<file path="src/rtl/cpu_types_pkg.sv">
// Shared types for the memory arbiter slice.
//   ramstate_t  : RAM handshake state seen on the ramstate input.
//   arb_state_t : arbiter FSM states.
package cpu_types_pkg;

  typedef enum logic [1:0] {
    FREE   = 2'd0,
    BUSY   = 2'd1,
    ACCESS = 2'd2,
    ERROR  = 2'd3
  } ramstate_t;

  typedef enum logic [2:0] {
    IDLE   = 3'd0,
    IACC   = 3'd1,
    DACC   = 3'd2,
    DONE_I = 3'd3,
    DONE_D = 3'd4
  } arb_state_t;

  localparam int DSTREAK_MAX_DEF = 4;
  localparam int RETRY_MAX_DEF   = 3;
  localparam int ADDR_W_DEF      = 32;
  localparam int WORD_W          = 32;

endpackage

</file>
<file path="src/rtl/arb_fairness.sv">
// Fairness counter and grant select for the memory arbiter.
// Ports:
//   CLK, RST   : clock, synchronous active-high reset
//   iREN       : instruction request pending
//   dreq       : data request pending (read or write)
//   grant_evt  : a grant is being made this cycle
//   grant_i    : 1 = the grant goes to instruction, 0 = to data
module arb_fairness #(
  parameter int DSTREAK_MAX = 4
) (
  input  logic CLK,
  input  logic RST,
  input  logic iREN,
  input  logic dreq,
  input  logic grant_evt,
  output logic grant_i
);

  localparam int SW = $clog2(DSTREAK_MAX + 1);

  logic [SW-1:0] streak;
  logic          at_limit;

  assign at_limit = (streak >= SW'(DSTREAK_MAX));

  // Data wins unless the streak is exhausted while an instruction waits.
  // The streak only grows while iREN is high, so a data-only request is
  // never blocked by a stale limit.
  assign grant_i = iREN && (!dreq || at_limit);

  always_ff @(posedge CLK) begin
    if (RST) begin
      streak <= '0;
    end else if (grant_evt) begin
      if (grant_i || !iREN) begin
        streak <= '0;
      end else begin
        streak <= streak + SW'(1);
      end
    end
  end

endmodule

</file>
<file path="src/rtl/mem_arbiter.sv">
// Arbiter sequencing a single-port RAM between instruction fetch and data.
// Ports:
//   CLK, RST                 : clock, synchronous active-high reset
//   iREN, iaddr              : instruction read request / address
//   iwait, iload             : instruction wait (low one cycle on done) / word
//   dREN, dWEN, daddr, dstore: data request (write wins), address, write data
//   dwait, dload             : data wait (low one cycle on done) / read data
//   ramREN, ramWEN           : registered RAM strobes
//   ramaddr, ramstore        : registered RAM address / write data
//   ramload, ramstate        : RAM read data / handshake state
//   err                      : sticky error after retries are exhausted
//
// state  | meaning
// IDLE   | no access; pick next requester, strobes low
// IACC   | instruction access in flight at RAM
// DACC   | data access in flight at RAM
// DONE_I | instruction complete, iwait low this cycle
// DONE_D | data complete, dwait low this cycle
module mem_arbiter
  import cpu_types_pkg::*;
#(
  parameter int DSTREAK_MAX = DSTREAK_MAX_DEF,
  parameter int RETRY_MAX   = RETRY_MAX_DEF,
  parameter int ADDR_W      = ADDR_W_DEF
) (
  input  logic              CLK,
  input  logic              RST,
  input  logic              iREN,
  input  logic [ADDR_W-1:0] iaddr,
  output logic              iwait,
  output logic [WORD_W-1:0] iload,
  input  logic              dREN,
  input  logic              dWEN,
  input  logic [ADDR_W-1:0] daddr,
  input  logic [WORD_W-1:0] dstore,
  output logic              dwait,
  output logic [WORD_W-1:0] dload,
  output logic              ramREN,
  output logic              ramWEN,
  output logic [ADDR_W-1:0] ramaddr,
  output logic [WORD_W-1:0] ramstore,
  input  logic [WORD_W-1:0] ramload,
  input  logic [1:0]        ramstate,
  output logic              err
);

  localparam int RW = $clog2(RETRY_MAX + 1);

  arb_state_t state, state_n;
  ramstate_t  rs;

  logic              dreq, grant_evt, grant_i, req_live;
  logic              dwr, dwr_n;
  logic [RW-1:0]     retry, retry_n;
  logic              ren_n, wen_n, err_n;
  logic [ADDR_W-1:0] addr_n;
  logic [WORD_W-1:0] store_n, iload_n, dload_n;

  assign rs        = ramstate_t'(ramstate);
  assign dreq      = dREN | dWEN;
  assign grant_evt = (state == IDLE) && (iREN || dreq);

  arb_fairness #(
    .DSTREAK_MAX(DSTREAK_MAX)
  ) u_fair (
    .CLK      (CLK),
    .RST      (RST),
    .iREN     (iREN),
    .dreq     (dreq),
    .grant_evt(grant_evt),
    .grant_i  (grant_i)
  );

  assign req_live = (state == IACC) ? iREN : dreq;

  assign iwait = (state != DONE_I);
  assign dwait = (state != DONE_D);

  always_comb begin
    state_n = state;
    ren_n   = ramREN;
    wen_n   = ramWEN;
    addr_n  = ramaddr;
    store_n = ramstore;
    iload_n = iload;
    dload_n = dload;
    retry_n = retry;
    err_n   = err;
    dwr_n   = dwr;

    case (state)
      IDLE: begin
        ren_n   = 1'b0;
        wen_n   = 1'b0;
        retry_n = '0;
        if (grant_evt) begin
          if (grant_i) begin
            state_n = IACC;
            ren_n   = 1'b1;
            addr_n  = iaddr;
          end else begin
            state_n = DACC;
            dwr_n   = dWEN;
            ren_n   = !dWEN;
            wen_n   = dWEN;
            addr_n  = daddr;
            store_n = dstore;
          end
        end
      end

      IACC, DACC: begin
        if (!req_live) begin
          state_n = IDLE;
          ren_n   = 1'b0;
          wen_n   = 1'b0;
          retry_n = '0;
        end else begin
          case (rs)
            ACCESS: begin
              ren_n = 1'b0;
              wen_n = 1'b0;
              if (state == IACC) begin
                iload_n = ramload;
                state_n = DONE_I;
              end else begin
                dload_n = ramload;
                state_n = DONE_D;
              end
            end
            ERROR: begin
              // Strobes drop for one cycle; the hold branch re-raises them.
              ren_n = 1'b0;
              wen_n = 1'b0;
              if (retry < RW'(RETRY_MAX)) begin
                retry_n = retry + RW'(1);
              end else begin
                err_n = 1'b1;
                if (state == IACC) begin
                  iload_n = '0;
                  state_n = DONE_I;
                end else begin
                  dload_n = '0;
                  state_n = DONE_D;
                end
              end
            end
            default: begin
              ren_n = (state == IACC) || !dwr;
              wen_n = (state == DACC) && dwr;
            end
          endcase
        end
      end

      DONE_I, DONE_D: begin
        ren_n   = 1'b0;
        wen_n   = 1'b0;
        retry_n = '0;
        state_n = IDLE;
      end

      default: begin
        state_n = IDLE;
        ren_n   = 1'b0;
        wen_n   = 1'b0;
      end
    endcase
  end

  always_ff @(posedge CLK) begin
    if (RST) begin
      state    <= IDLE;
      ramREN   <= 1'b0;
      ramWEN   <= 1'b0;
      ramaddr  <= '0;
      ramstore <= '0;
      iload    <= '0;
      dload    <= '0;
      retry    <= '0;
      err      <= 1'b0;
      dwr      <= 1'b0;
    end else begin
      state    <= state_n;
      ramREN   <= ren_n;
      ramWEN   <= wen_n;
      ramaddr  <= addr_n;
      ramstore <= store_n;
      iload    <= iload_n;
      dload    <= dload_n;
      retry    <= retry_n;
      err      <= err_n;
      dwr      <= dwr_n;
    end
  end

endmodule
</file>
<file path="config.mk">
export PLATFORM = sky130hd
export DESIGN_NAME = mem_arbiter
export DESIGN_NICKNAME = d
export VERILOG_FILES = /design/src/rtl/cpu_types_pkg.sv /design/src/rtl/arb_fairness.sv /design/src/rtl/mem_arbiter.sv
export SDC_FILE = /design/constraint.sdc
export NUM_CORES = 1
export LEC_CHECK = 0
export ABC_AREA = 1
export CELL_PAD_IN_SITES_DETAIL_PLACEMENT = 1
export CELL_PAD_IN_SITES_GLOBAL_PLACEMENT = 2
export CORE_MARGIN = 2
export CORE_UTILIZATION = 23
export DETAILED_ROUTE_END_ITERATION = 10
export PLACE_DENSITY = 0.85
export SYNTH_ARGS = -nofsm -noshare
export SYNTH_HDL_FRONTEND = slang
export SYNTH_SLANG_ARGS = --single-unit
</file>
<file path="constraint.sdc">
create_clock -name CLK -period 3.35 [get_ports CLK]
set_input_delay 0.67 -clock CLK [delete_from_list [all_inputs] [get_ports CLK]]
set_output_delay 0.67 -clock CLK [all_outputs]
set_load 0.005 [all_outputs]
</file>
==> results of run 1 <==
## kinds of logic (layout without fill, tap and decap cells)
group	after synthesis	count (layout)	synth area share [%]
AND/OR/NAND/NOR	386	386	28.0
flip-flops	140	140	49.3
AO/OA/AOI/OAI	132	132	13.6
buffers and inverters	112	373	8.65
adder cells (fa/ha/maj)	2	2	0.440
## state kept, by name, summed over array words and instances, names as in the netlist
| register | cells |
|---|---|
| ramaddr | 32 |
| iload | 32 |
| dload | 32 |
| u_fair.streak | 3 |
| state | 3 |
| retry | 2 |
| dwr | 1 |
| ramstore | 32 |
| ramREN | 1 |
| err | 1 |
| ramWEN | 1 |
## layer usage
metal	global-route usage [%]	up-vias	part of all wire (%)
met5	0	-	0
met4	4.63	0	1.4
met3	6.19	24	7.2
met2	26.2	159	47
met1	19.2	2662	44
li1	-	2964	-
## metrics by stage
stage	util (%)	setup slack, ns	std cells
floorplan	-	1.68	772
global placement	35.4	0.563	1325
detailed placement	35.4	0.526	1325
CTS	37.9	0.950	1357
global route	37.9	0.796	1357
finish	37.9	0.994	1357
## worst max-delay path by stage
stage | endpoint | from | slack (ns)
after global placement | iload[24] | ramstate[1] | 0.56
after global routing | iload[14] | ramstate[1] | 0.80
final | iload[22] | ramstate[1] | 0.99
after floorplan | ramaddr[10] | dWEN | 1.68
after detailed placement | iload[22] | ramstate[1] | 0.53
after CTS | iload[22] | ramstate[1] | 0.95
## worst reg2reg max path, delay by kind of cell, from the launching register on
kind,cells,cell delay (ns)
AO/OA/AOI/OAI,1,0.17
buffers and inverters,1,0.51
flip-flops,1,0.38
AND/OR/NAND/NOR,5,0.88
## placed cells by master, fill, tap and decap left out
cell,synthesis,layout
sky130_fd_sc_hd__nand2_1,168,168
sky130_fd_sc_hd__a21boi_0,1,1
sky130_fd_sc_hd__clkinvlp_4,0,6
sky130_fd_sc_hd__nand2_2,4,4
sky130_fd_sc_hd__a21oi_1,32,32
sky130_fd_sc_hd__inv_6,0,6
sky130_fd_sc_hd__ha_1,2,2
sky130_fd_sc_hd__inv_2,3,3
sky130_fd_sc_hd__nand4_1,2,2
sky130_fd_sc_hd__dfxtp_1,140,140
sky130_fd_sc_hd__o21ai_0,52,52
sky130_fd_sc_hd__inv_1,58,58
sky130_fd_sc_hd__nor2_1,163,163
sky130_fd_sc_hd__clkbuf_8,0,1
sky130_fd_sc_hd__nand3_2,1,1
sky130_fd_sc_hd__o211a_1,1,1
sky130_fd_sc_hd__nand3_1,40,40
sky130_fd_sc_hd__a211oi_1,11,11
sky130_fd_sc_hd__nand3b_4,1,1
sky130_fd_sc_hd__nand2_4,3,3
sky130_fd_sc_hd__buf_12,0,2
sky130_fd_sc_hd__bufinv_16,0,2
sky130_fd_sc_hd__inv_4,1,1
sky130_fd_sc_hd__clkbuf_16,0,17
sky130_fd_sc_hd__o211ai_1,32,32
sky130_fd_sc_hd__clkinv_1,2,1
sky130_fd_sc_hd__buf_4,11,8
sky130_fd_sc_hd__clkinv_2,0,1
sky130_fd_sc_hd__nor2_4,4,4
sky130_fd_sc_hd__clkdlybuf4s50_1,0,267
sky130_fd_sc_hd__o21ai_1,3,3
## power by group through the flow
stage | registers, mW | logic [mW] | clock network, mW
final | 1.93 | 1.03 | 1.93
after global routing | 1.95 | 1.16 | 2.07
after CTS | 1.93 | 1.06 | 2.00
after detailed placement | 1.96 | 1.05 | 0
after global placement | 1.96 | 1.04 | 0
after floorplan | 1.97 | 0.463 | 0
## area by class of cell
cell class,instances,area [um2],share of cell area [%]
inverters,64,244,2.65
flip-flops and latches,140,2800,30.4
repair buffers,277,2770,30.1
well taps,324,405,4.40
clock inverters,14,158,1.71
clock buffers,18,439,4.77
multi-input cells,520,2390,25.9
==> run_results.csv, run 1 <==
group,metric,value,unit
outcome,run_status,"complete, no violations",
power_and_ir_drop,total_power,4.89,mW
routing,routed_vias,5809,
synthesis,synthTopCellsByArea,"sky130_fd_sc_hd__dfxtp_1, sky130_fd_sc_hd__nand2_1, sky130_fd_sc_hd__nor2_1, sky130_fd_sc_hd__o21ai_0, sky130_fd_sc_hd__o211ai_1",
worst_setup_path,worst_path_largest_cell_delay,0.56,ns
clock_network,cts_buffer_depth,2,
synthesis,synth.net_count,909,
worst_setup_path,worstRegToRegCells,7,
clock_network,worstSkewPairLatency,0.42,ns
worst_setup_path,end_kind,"flip-flop",
power_and_ir_drop,power.clock.fraction,39.4,%
clock_network,cts_sinks,140,
floorplanning,rows,57,
synthesis,netlist_top_cells_count,"sky130_fd_sc_hd__nand2_1, sky130_fd_sc_hd__nor2_1, sky130_fd_sc_hd__dfxtp_1, sky130_fd_sc_hd__inv_1, sky130_fd_sc_hd__o21ai_0",
synthesis,synth_edf_count,0,
global_routing,grt_max_degree,68,
flow_run,max_cap_violations,0,
timing,tightest_slew,0.676,ns
layout,design_area,9210,um2
floorplanning,die_w,161,um
worst_setup_path,rr_startpoint,"state[1]",
place,hpwlAfterDp,14700,um
clock_network,cts_htree_levels,4,
hold_path,hold_path_class,"flip-flop to flip-flop",
layout,layout-drive-gt1-share,5.81,%
worst_setup_path,crit_path_frequent_cell,"sky130_fd_sc_hd__nand2_2",
clock_network,tritoncts,"yes",
timing,max-slew-margin-rel,54.9,%
clock_network,postCtsSetupBuffers,0,
hold_path,min_delay_path_depth,2,
global_routing,grt.overflow.total,0,
timing,setup-tns-final,0,ns
timing,hold_slack,0.447,ns
synthesis,syn_area,5680,um2
routing,detail_route.drc_violations,0,
timing,share_of_the_clock_period_used_by_the_worst_path_after_layout,70.3,%
worst_setup_path,timing_worst_setup_path_type,"input port to flip-flop",
power_and_ir_drop,comb_power_share,21.2,%
floorplanning,die_h,161,um
routing,drt_first_pass_iters,4,
timing,report.final.hold_viol_count,0,
synthesis,ys_ff_latch,140,
layout,nFillCells,2913,
synthesis,synth.yosys.seq_area_share,49.3,%
routing,detail_route.iter0.violations,265,
layout,area.growth.synth_to_final,62.1,%
worst_setup_path,r2r_end,"ramWEN",
hold_path,timing.hold.worst.start,"err",
worst_setup_path,crit_buf_inv,3,
place,dpl_cell_area,8610,um2
timing,shortest_period_the_worst_path_allows,2.36,ns
worst_setup_path,regToRegSetupSlack,1.35,ns
floorplanning,floorplan.initialDensity,23.4,%
global_routing,grt_pass1_vias,5947,
floorplanning,ioPinCount,268,
power_and_ir_drop,p_int,3.52,mW
synthesis,synthesis.area_per_instance,7.36,um2
power_and_ir_drop,leakage,3.81,nW
global_routing,grt_pass1_wl,32400,um
place,buffer_ports.inserted,267,
worst_setup_path,critical_path.max_fanout,20,
global_routing,number_of_antenna_violations_at_the_first_check_in_global_routing,0,
place,place_congestion,0.750,
clock_network,cts.hold.buffers_added,0,
power_and_ir_drop,power.ir.vdd_worst,238,uV
routing,routed_wl,20500,um
worst_setup_path,worstSetupStartpointType,"input port",
hold_path,min_to,"err",
layout,diodes,0,
worst_setup_path,data_required_time_of_the_critical_path,3.65,ns
power_and_ir_drop,power_density,531,nW/um2
worst_setup_path,timing.critical_path.cells,"clkdlybuf4s50_1 -> nand2_2 -> inv_4 -> nand2_2 -> nand2_4 -> nor2_4 -> inv_2 -> o21ai_0 -> nor2_1",
timing,number_of_setup_violations_in_the_final_report,0,
global_routing,grt.total_usage,15.9,%
worst_setup_path,worstPathArrival,2.66,ns
synthesis,synthArstFlopShare,0,%
synthesis,yosys.area.top_type_share,49.3,%
power_and_ir_drop,switching_power,1.37,mW
synthesis,yosysMostFrequentCell,"sky130_fd_sc_hd__nand2_1",
timing,fmax,0.424,GHz
synthesis,netlist.top_cell.by_area,"sky130_fd_sc_hd__dfxtp_1",
synthesis,syn_inst,772,
timing,rsz_0062_raised_after_global_routing,"no",
routing,post_drt_wl_per_cell,15.1,um
timing,timing_max_transition_violations_final,0,
worst_setup_path,cp_num_cells,9,
clock_network,clockRootBuffer,"sky130_fd_sc_hd__clkbuf_16",
synthesis,synthesis.yosys.warnings,0,
routing,avgViaCountPerCell,4.28,
clock_network,clk_pin_slew,0.06,ns
routing,ant_nets,0,
clock_network,ctsResizeCount,0,
worst_setup_path,worst_path_dominant_cell_family,"buffers and inverters",
timing,finClkSkew,0.0107,ns
clock_network,cts_buffers,17,
worst_setup_path,cpMaxStageDelayCell,"sky130_fd_sc_hd__clkdlybuf4s50_1",
synthesis,synthFlopType,"sky130_fd_sc_hd__dfxtp_1",
power_and_ir_drop,sw_frac_of_total,28.0,%
power_and_ir_drop,seq_power_share,39.4,%
floorplanning,design.core.area,24300,um2
synthesis,number_of_library_cell_types_mapped_by_synthesis,27,
layout,finish.net_count,1157,
floorplanning,fp.dieArea,26000,um2
No activity file was read; power rests on OpenSTA's default activity.
==> run 2, diff against run 1 <==
CORE_UTILIZATION = 19   (was 23)
PLACE_DENSITY = 0.75   (was 0.85)
clock period = 1.9 ns   (was 3.35 ns; I/O delays follow)
==> run 2 against run 1 <==
Cell count is 6.3% higher; design area rose by 4.0%; wire length increased by 5.1%; non-clock buffer count rose by 19; count of clock-buffer cells in the layout unchanged; utilization down 5.5 points; hold slack improved by 0.015 ns; worst setup slack lost 0.82 ns.
==> run_results.csv, run 2 (synthesized netlist as in run 1, its figures left out) <==
group,metric,value,unit
outcome,run_status,"complete, no violations",
clock_network,ctsResizeCount,4,
hold_path,hold_path_class,"flip-flop to flip-flop",
timing,timing_max_transition_violations_final,0,
worst_setup_path,worstRegToRegCells,7,
power_and_ir_drop,power.ir.vdd_worst,522,uV
floorplanning,ioPinCount,268,
layout,area.growth.synth_to_final,68.5,%
clock_network,postCtsSetupBuffers,0,
clock_network,worstSkewPairLatency,0.42,ns
timing,rsz_0062_raised_after_global_routing,"no",
clock_network,cts_htree_levels,4,
power_and_ir_drop,leakage,3.96,nW
timing,number_of_setup_violations_in_the_final_report,0,
timing,share_of_the_clock_period_used_by_the_worst_path_after_layout,90.9,%
timing,hold_slack,0.462,ns
routing,drt_first_pass_iters,4,
layout,finish.net_count,1176,
power_and_ir_drop,total_power,9.02,mW
place,dpl_cell_area,8940,um2
worst_setup_path,critical_path.max_fanout,6,
worst_setup_path,data_required_time_of_the_critical_path,1.52,ns
place,place_congestion,0.740,
timing,report.final.hold_viol_count,0,
hold_path,timing.hold.worst.start,"dload[2]",
routing,avgViaCountPerCell,4.05,
flow_run,max_cap_violations,0,
floorplanning,die_h,177,um
worst_setup_path,cp_num_cells,4,
clock_network,clk_pin_slew,0.06,ns
layout,diodes,0,
routing,detail_route.iter0.violations,154,
timing,finClkSkew,0.0198,ns
worst_setup_path,worstSetupStartpointType,"flip-flop",
layout,design_area,9580,um2
worst_setup_path,timing.critical_path.cells,"nand2_1 -> nor2_1 -> inv_1 -> dlygate4sd2_1",
layout,layout_common_cells,"sky130_fd_sc_hd__clkdlybuf4s50_1, sky130_fd_sc_hd__nand2_1, sky130_fd_sc_hd__nor2_1, sky130_fd_sc_hd__dfxtp_1, sky130_fd_sc_hd__inv_1",
place,place_inst,1410,
place,pre_cts_slack,-0.113,ns
layout,layout_commonest_cell,"sky130_fd_sc_hd__clkdlybuf4s50_1",
layout,multiInputGateArea,2390,um2
timing,layout_setup_ws,0.173,ns
global_routing,grt.overflow.total,0,
floorplanning,fp.dieArea,31300,um2
timing,shortest_period_the_worst_path_allows,1.73,ns
floorplanning,die_w,177,um
clock_network,clockRootBuffer,"sky130_fd_sc_hd__clkbuf_16",
timing,max-slew-margin-rel,71.4,%
routing,routed_wl,21600,um
global_routing,grt.total_usage,13.5,%
global_routing,grt_pass1_wl,33000,um
timing,fmax,0.579,GHz
routing,routed_vias,5843,
worst_setup_path,worst_path_largest_cell_delay,0.40,ns
layout,nFillCells,3554,
worst_setup_path,worst_path_dominant_cell_family,"flip-flops",
clock_network,cts_sinks,140,
layout,stdcell_count,1442,
global_routing,grt_max_degree,61,
worst_setup_path,rr_startpoint,"state[1]",
clock_network,cts.hold.buffers_added,0,
hold_path,min_delay_path_depth,2,
worst_setup_path,cpMaxStageDelayCell,"sky130_fd_sc_hd__dfxtp_2",
worst_setup_path,crit_path_start,"state[1]",
routing,ant_nets,0,
place,hpwlAfterDp,15600,um
floorplanning,rows,63,
global_routing,number_of_antenna_violations_at_the_first_check_in_global_routing,0,
floorplanning,design.core.area,29600,um2
clock_network,cts_buffers,17,
worst_setup_path,crit_buf_inv,2,
worst_setup_path,worstPathArrival,1.35,ns
routing,detail_route.drc_violations,0,
timing,tightest_slew,0.424,ns
power_and_ir_drop,power_density,942,nW/um2
layout,flip_flop_and_latch_area,2810,um2
global_routing,grt_pass1_vias,5855,
floorplanning,floorplan.initialDensity,19.2,%
clock_network,tritoncts,"yes",
worst_setup_path,timing_worst_setup_path_type,"flip-flop to primary output",
routing,post_drt_wl_per_cell,15.0,um
layout,layout-drive-gt1-share,7.60,%
clock_network,cts_buffer_depth,2,
place,buffer_ports.inserted,267,
worst_setup_path,end_kind,"primary output",
## run 2: worst paths after layout
path | slack (ns) | to
hold / removal | 0.46 | dload[2]
hold reg to reg | 0.46 | dload[2]
setup / recovery | 0.17 | iwait
setup reg to reg | 0.31 | ramaddr[1]
## run 2: metal layers
metal | vias to the layer above | part of all wire [%] | GRT usage, %
li1 | 2996 | - | -
met1 | 2694 | 44 | 16.9
met2 | 140 | 48 | 22.5
met3 | 13 | 5.9 | 4.12
met4 | 0 | 1.3 | 3.58
met5 | - | 0 | 0
## run 2: where the power goes
| part | internal, mW | leakage (nW) | switching, mW |
|---|---|---|---|
| Clock | 2.24 | 0.301 | 1.43 |
| Sequential | 3.23 | 1.15 | 0.157 |
| Combinational | 1.08 | 2.51 | 0.891 |
| Total | 6.55 | 3.96 | 2.48 |
## run 2: tightest hold or removal path: stages (launching register included)
cell                      delay, ns
sky130_fd_sc_hd__dfxtp_1       0.31
sky130_fd_sc_hd__nand2_1       0.06
sky130_fd_sc_hd__a21oi_1       0.05
## run 2: metrics by stage
stage	TNS, ns	util (%)
final	0	32.4
after global routing	0	32.4
after CTS	0	32.4
after detailed placement	-6.18	30.2
after global placement	-3.83	30.2
after floorplan	0	-
## run 2: area by class of cell
type                            count  share of cell area, %
Clock buffer                       18                   4.48
Inverter                           64                   2.55
Tap cell                          390                   5.10
Timing Repair Buffer              296                   31.5
Sequential cell                   140                   29.3
Multi-Input combinational cell    520                   25.0
Clock inverter                     14                   2.16
